## config.mk

```make
export PLATFORM = sky130hd
export DESIGN_NAME = gpio_in_capture
export DESIGN_NICKNAME = d
export VERILOG_FILES = /design/src/rtl/gpio_in_capture.sv
export SDC_FILE = /design/constraint.sdc
export NUM_CORES = 1
export LEC_CHECK = 0
export CAP_MARGIN = 10
export CORE_MARGIN = 5
export CORE_UTILIZATION = 44
export DETAILED_ROUTE_END_ITERATION = 12
export MAX_ROUTING_LAYER = met4
export PLACE_DENSITY = 0.76
export SLEW_MARGIN = 30
export SYNTH_ARGS = -nofsm -noshare
export SYNTH_HDL_FRONTEND = slang
export SYNTH_SLANG_ARGS = --single-unit
```

## constraint.sdc

```tcl
create_clock -name clk -period 4.1 [get_ports clk]
set_input_delay 0.82 -clock clk [delete_from_list [all_inputs] [get_ports clk]]
set_output_delay 0.82 -clock clk [all_outputs]
set_load 0.02 [all_outputs]
```

## src/rtl/gpio_in_capture.sv

```systemverilog
// gpio_in_capture: Wishbone GPIO input block.
// Each pin is synchronised, debounced and edge-detected. Captured edges are
// held in a sticky write-1-to-clear register. A level interrupt is raised
// while any captured edge is pending and unmasked.
// Register map (word offsets): 0x0 IN, 0x4 EDGE, 0x8 MASK, 0xC CFG.
// CFG layout: [WIDTH-1:0] enables rising-edge capture and [16+WIDTH-1:16]
// enables falling-edge capture. Pins 16 and above have no CFG slot of their
// own; they always capture rising edges and never falling edges.
module gpio_in_capture #(
    parameter int WIDTH           = 4,
    parameter int DEBOUNCE_CYCLES = 50000
) (
    input  logic             clk,
    input  logic             rst,
    input  logic [WIDTH-1:0] gpio_i,
    input  logic             wb_cyc_i,
    input  logic             wb_stb_i,
    input  logic             wb_we_i,
    input  logic [31:0]      wb_adr_i,
    input  logic [3:0]       wb_sel_i,
    input  logic [31:0]      wb_dat_i,
    output logic [31:0]      wb_dat_o,
    output logic             wb_ack_o,
    output logic             irq_o
);

    localparam int CNT_W = $clog2(DEBOUNCE_CYCLES + 1);
    localparam int FALL_W = (WIDTH > 16) ? 16 : WIDTH;
    // The debounced level flips on the edge where the count would reach
    // DEBOUNCE_CYCLES, so compare against one less.
    localparam logic [CNT_W-1:0] CNT_LAST = CNT_W'(DEBOUNCE_CYCLES - 1);

    logic [WIDTH-1:0]  sync1_reg;
    logic [WIDTH-1:0]  sync2_reg;
    logic [WIDTH-1:0]  in_vec;
    logic [WIDTH-1:0]  edge_vec;
    logic [WIDTH-1:0]  mask_vec;
    logic [WIDTH-1:0]  rise_vec;
    logic [FALL_W-1:0] fall_vec;
    logic [31:0]       byte_en;
    logic [31:0]       rd_data;
    logic [1:0]        reg_sel;
    logic              wb_req;
    logic              wr_req;
    logic              wr_edge;
    logic              wr_mask;
    logic              wr_cfg;
    logic              unused_ok;

    // A new request is accepted only while no ack is outstanding, so strobes
    // held high are serviced every other cycle.
    assign reg_sel = wb_adr_i[3:2];
    assign wb_req  = wb_cyc_i & wb_stb_i & ~wb_ack_o;
    assign wr_req  = wb_req & wb_we_i;
    assign wr_edge = wr_req & (reg_sel == 2'd1);
    assign wr_mask = wr_req & (reg_sel == 2'd2);
    assign wr_cfg  = wr_req & (reg_sel == 2'd3);

    // Only address bits [3:2] are decoded. Data and lane bits beyond WIDTH
    // have no storage behind them.
    assign unused_ok = ^{wb_adr_i[31:4], wb_adr_i[1:0], wb_dat_i, byte_en};

    // Expand the byte selects to one enable per data bit.
    genvar gi;
    generate
        for (gi = 0; gi < 32; gi++) begin : g_byte_en
            assign byte_en[gi] = wb_sel_i[gi / 8];
        end
    endgenerate

    // Two-flop synchroniser on every raw pin.
    always_ff @(posedge clk or negedge rst) begin
        if (!rst) begin
            sync1_reg <= '0;
            sync2_reg <= '0;
        end else begin
            sync1_reg <= gpio_i;
            sync2_reg <= sync1_reg;
        end
    end

    generate
        for (gi = 0; gi < WIDTH; gi++) begin : g_bit
            logic [CNT_W-1:0] cnt_reg;
            logic             in_reg;
            logic             edge_reg;
            logic             mask_reg;
            logic             rise_en;
            logic             fall_en;
            logic             change;
            logic             set_edge;
            logic             clr_edge;

            // The debounced level flips this cycle.
            assign change   = (sync2_reg[gi] != in_reg) && (cnt_reg == CNT_LAST);
            assign set_edge = change & ((sync2_reg[gi] & rise_en) |
                                        (~sync2_reg[gi] & fall_en));
            assign clr_edge = wr_edge & byte_en[gi] & wb_dat_i[gi];

            // Debounce: count consecutive mismatching cycles. Any return to the
            // current level restarts the count.
            always_ff @(posedge clk or negedge rst) begin
                if (!rst) begin
                    cnt_reg <= '0;
                    in_reg  <= 1'b0;
                end else if (sync2_reg[gi] == in_reg) begin
                    cnt_reg <= '0;
                end else if (cnt_reg == CNT_LAST) begin
                    in_reg  <= sync2_reg[gi];
                    cnt_reg <= '0;
                end else begin
                    cnt_reg <= cnt_reg + 1'b1;
                end
            end

            // Sticky edge flag. A hardware set takes priority over a
            // software clear in the same cycle.
            always_ff @(posedge clk or negedge rst) begin
                if (!rst) begin
                    edge_reg <= 1'b0;
                end else if (set_edge) begin
                    edge_reg <= 1'b1;
                end else if (clr_edge) begin
                    edge_reg <= 1'b0;
                end
            end

            // Interrupt mask bit, written through its byte lane.
            always_ff @(posedge clk or negedge rst) begin
                if (!rst) begin
                    mask_reg <= 1'b0;
                end else if (wr_mask && byte_en[gi]) begin
                    mask_reg <= wb_dat_i[gi];
                end
            end

            if (gi < 16) begin : g_cfg
                // Per-pin rise/fall capture enables. At reset every pin
                // captures rising edges only.
                always_ff @(posedge clk or negedge rst) begin
                    if (!rst) begin
                        rise_en <= 1'b1;
                        fall_en <= 1'b0;
                    end else if (wr_cfg) begin
                        if (byte_en[gi]) begin
                            rise_en <= wb_dat_i[gi];
                        end
                        if (byte_en[gi + 16]) begin
                            fall_en <= wb_dat_i[gi + 16];
                        end
                    end
                end
                assign fall_vec[gi] = fall_en;
            end else begin : g_cfg_fixed
                assign rise_en = 1'b1;
                assign fall_en = 1'b0;
            end

            assign in_vec[gi]   = in_reg;
            assign edge_vec[gi] = edge_reg;
            assign mask_vec[gi] = mask_reg;
            assign rise_vec[gi] = rise_en;
        end
    endgenerate

    // Read mux. Unimplemented bits read as zero.
    always_comb begin
        rd_data = '0;
        case (reg_sel)
            2'd0: rd_data[WIDTH-1:0] = in_vec;
            2'd1: rd_data[WIDTH-1:0] = edge_vec;
            2'd2: rd_data[WIDTH-1:0] = mask_vec;
            default: begin
                rd_data[WIDTH-1:0]   = rise_vec;
                rd_data[16 +: FALL_W] = fall_vec;
            end
        endcase
    end

    // Single-cycle ack. Read data is captured at the strobe edge and is held
    // until the next read.
    always_ff @(posedge clk or negedge rst) begin
        if (!rst) begin
            wb_ack_o <= 1'b0;
            wb_dat_o <= '0;
        end else begin
            wb_ack_o <= wb_req;
            if (wb_req && !wb_we_i) begin
                wb_dat_o <= rd_data;
            end
        end
    end

    // Registered level interrupt: any pending edge that is unmasked.
    always_ff @(posedge clk or negedge rst) begin
        if (!rst) begin
            irq_o <= 1'b0;
        end else begin
            irq_o <= |(edge_vec & mask_vec);
        end
    end

endmodule
```

==> summary.md <==
| Metric | Value |
|---|---|
| Seq. cell area | 2560 sq um |
| NumNets Final | 584 |
| Final core utilization | 51.0% |
| Post-synthesis cell area | 4980 sq um |
| Initial drt markers | 299 |
| Dpl hpwl | 6570 microns |
| Period minus WS final | 2.40 ns |
| Crit Path Category | in2reg |
| Die W | 116 microns |
| Number of global-route vias before repair | 3370 |
| Fill count | 974 |
| Cells on worst reg2reg path | 4 |
| Reg2reg start | g_bit[0].cnt_reg[12] |
| Largest net degree at the start of global routing | 85 |
| Clock-pin transition on the worst setup and hold timing paths | 0.07 ns |
| Hold endpoint | sync2_reg[2] |
| Instance area at placement | 5310 sq um |
| Final wirelength | 9200 microns |
| Worst-Skew Late Latency | 0.34 ns |
| DR vias/cell | 5.18 |
| # resized after CTS | 0 |
| Worst Path Required | 4.33 ns |
| Global-route wire length before repair | 15800 microns |
| CP max FO | 11 |
| Syn_area_per_cell | 10.6 sq um |
| Die ar. | 13500 sq um |
| Max reg flops | 64 |
| Initial antenna violation count | 1 |
| Clock root cell | clkbuf_16 |
| Final Hold Vio Count | 0 |
| DRT Pass-1 Iters | 4 |
| Worst R2R Setup Slack | 2.06 ns |
| Starting Density | 45.4% |
| Period utilization | 58.6% |
| Clk sinks | 102 |
| Ys Warns | 0 |
| CTS Buffer Depth | 2 |
| RSZ-0062 raised after global routing | false |
| Worst slew pin tran | 0.860 ns |
| Crit path arrival time | 2.63 ns |
| Wirelength per Cell | 14.2 microns |
| GRT Residual Overflow | 0 |
| Power Total | 2.09 mW |
| Worst Hold Class | reg2reg |
| Io pins | 111 |
| Placement row count | 38 |
| Area growth syn-to-layout | 12.5% |
| Via count of the routed design | 3363 |
| Flops & latches, synth | 102 |
| Met3 routed WL | 516 microns |
| Crit path capture type | flop |
| DRC Markers | 0 |
| Max VDD drop | 0.000294 V |
| Layout cells sized above 1 | 10.8% |
| Finish-stage setup viols | 0 |
| Hold path depth | 0 |
| Worst Hold Launch | sync1_reg[2] |
| Max Slew Vio Count | 0 |
| Max-cap viol count | 0 |
| TNS Setup | 0 ns |
| Max_slew headroom | 42.5% |
| Mapped Cells | 469 |
| Multi-input combinational cell area | 2190 sq um |
| Max incr delay on CP | 0.78 ns |
| Gpl congestion | 0.840 |
| Highest metal used | met4 |
| Die Height | 116 microns |
| Setup Skew | 0.00776 ns |
| IO Port Bufs | 30 |
| Library cells used by synthesis | 29 |
| Final ANT Viol Nets | 0 |
| F_max | 416 MHz |
| Metal-1 WL | 4110 microns |
| Htree depth | 3 |
| Post CTS Setup Buffer Count | 0 |
| CP max stage cell | clkdlybuf4s50_1 |
| Worst R2R End | g_bit[0].cnt_reg[2] |
| CP cell instances | clkdlybuf4s50_1, nand2_1, nor3_1, mux2_2 |
| GRT Total Usage | 15.1% |
| TritonCTS buffer count | 9 |
| Core footprint | 11000 sq um |
| Cts hold-fix bufs | 0 |
| Leak pwr | 2.36 nW |
| Worst setup SP type | input port |
| Register area share after synthesis | 51.3% |
| Design area | 5610 sq um |
| Status | finished clean |
| Met2 WL | 4470 microns |
| Pwr dens | 373 nW/um^2 |
| CTS tree | done |
==> metal layers <==
metal	GRT usage (%)	vias to the layer above
li1	-	1624
met1	18.1	1662
met2	25.0	68
met3	4.77	9
met4	3.87	0
met5	-	-
==> critical path: cells and delay by family <==
kind | cells | cell delay [ns]
buf+inv | 1 | 0.78
simple gates | 2 | 0.64
mux | 1 | 0.39
==> layout by cell type, fill, tap and decap left out, drive strengths merged, types with 3 or more instances in the layout <==
cell and count:
dfrtp 98, nor2 79, xnor2 46, nand2 29, clkdlybuf4s50 29, nand3 24
conb 24, nor4 23, inv 21, nand4 20, mux2 20, nor3 16
xor2 14, clkbuf 14, o21ai 11, nand3b 7, o41ai 4, mux4 4
a21bo 4, ha 4, dfstp 4, and2 3
==> worst max-delay path by stage <==
stage	start	to	slack, ns	depth (start not counted)
floorplan	wb_adr_i[3]	g_bit[0].fall_en	2.15	4
global placement	wb_adr_i[3]	g_bit[2].fall_en	1.35	4
detailed placement	wb_adr_i[3]	g_bit[3].fall_en	1.35	4
CTS	wb_adr_i[3]	g_bit[3].fall_en	1.71	4
global route	wb_adr_i[3]	g_bit[2].fall_en	1.56	4
finish	wb_adr_i[2]	g_bit[3].fall_en	1.70	4
==> per-stage QoR <==
stage | hold WS, ns | setup WS [ns] | std cells
2_1_floorplan | 0.331 | 2.15 | 492
3_3_place_gp | 0.336 | 1.35 | 632
3_5_place_dp | 0.338 | 1.35 | 632
4_1_cts | 0.354 | 1.71 | 648
5_1_grt | 0.370 | 1.56 | 649
6_report | 0.351 | 1.70 | 649
==> synth_stat cells <==
master	count	area share [%]
dfrtp_1	98	49
nor2_1	79	6.0
xnor2_1	46	8.1
nand2_1	29	2.2
buf_4	24	3.6
nand3_1	24	2.4
nor4_1	23	2.9
inv_1	21	1.6
mux2_2	20	4.5
nand4_1	20	2.5
nor3_1	16	1.6
xor2_1	14	2.5
o21ai_0	11	1.1
nand3b_1	7	1.1
a21bo_2	4	0.80
buf_6	4	0.90
dfstp_2	4	2.1
ha_1	4	1.0
mux4_2	4	1.8
o41ai_4	4	2.2
and2_1	3	0.38
a22oi_1	2	0.30
buf_2	2	0.20
clkbuf_1	1	0.075
conb_1	1	0.075
nor2b_1	1	0.13
nor3b_2	1	0.25
nor4b_2	1	0.30
or3_4	1	0.23
==> cell families after synthesis <==
group                      Yosys count  share of synthesized area [%]
DFF                                102                           51.3
xor gates and xnor gates            60                           10.6
other                                1                         0.0753
buffers and inverters               52                           6.38
muxes                               24                           6.33
adders and majority gates            4                           1.00
and+or+nand+nor                    205                           19.9
AOI/OAI and AO/OA                   21                           4.42
==> area by class of cell <==
class	count	share of cell area, %
Antenna cell	1	0.0446
Multi-Input combinational cell	338	39.1
Inverter	21	1.41
Timing Repair Buffer	31	5.51
Tap cell	140	3.12
Clock buffer	14	4.89
Clock inverter	2	0.290
Sequential cell	102	45.6
==> report_power, final <==
group / leakage (nW) / internal [mW] / switching [mW] / total, mW
sequential: 1.37 / 1.06 / 0.0368 / 1.09
combinational: 0.853 / 0.0783 / 0.0993 / 0.178
clock: 0.139 / 0.463 / 0.359 / 0.822
total: 2.36 / 1.60 / 0.495 / 2.09
Note: power is estimated with default switching activity, not from simulation.
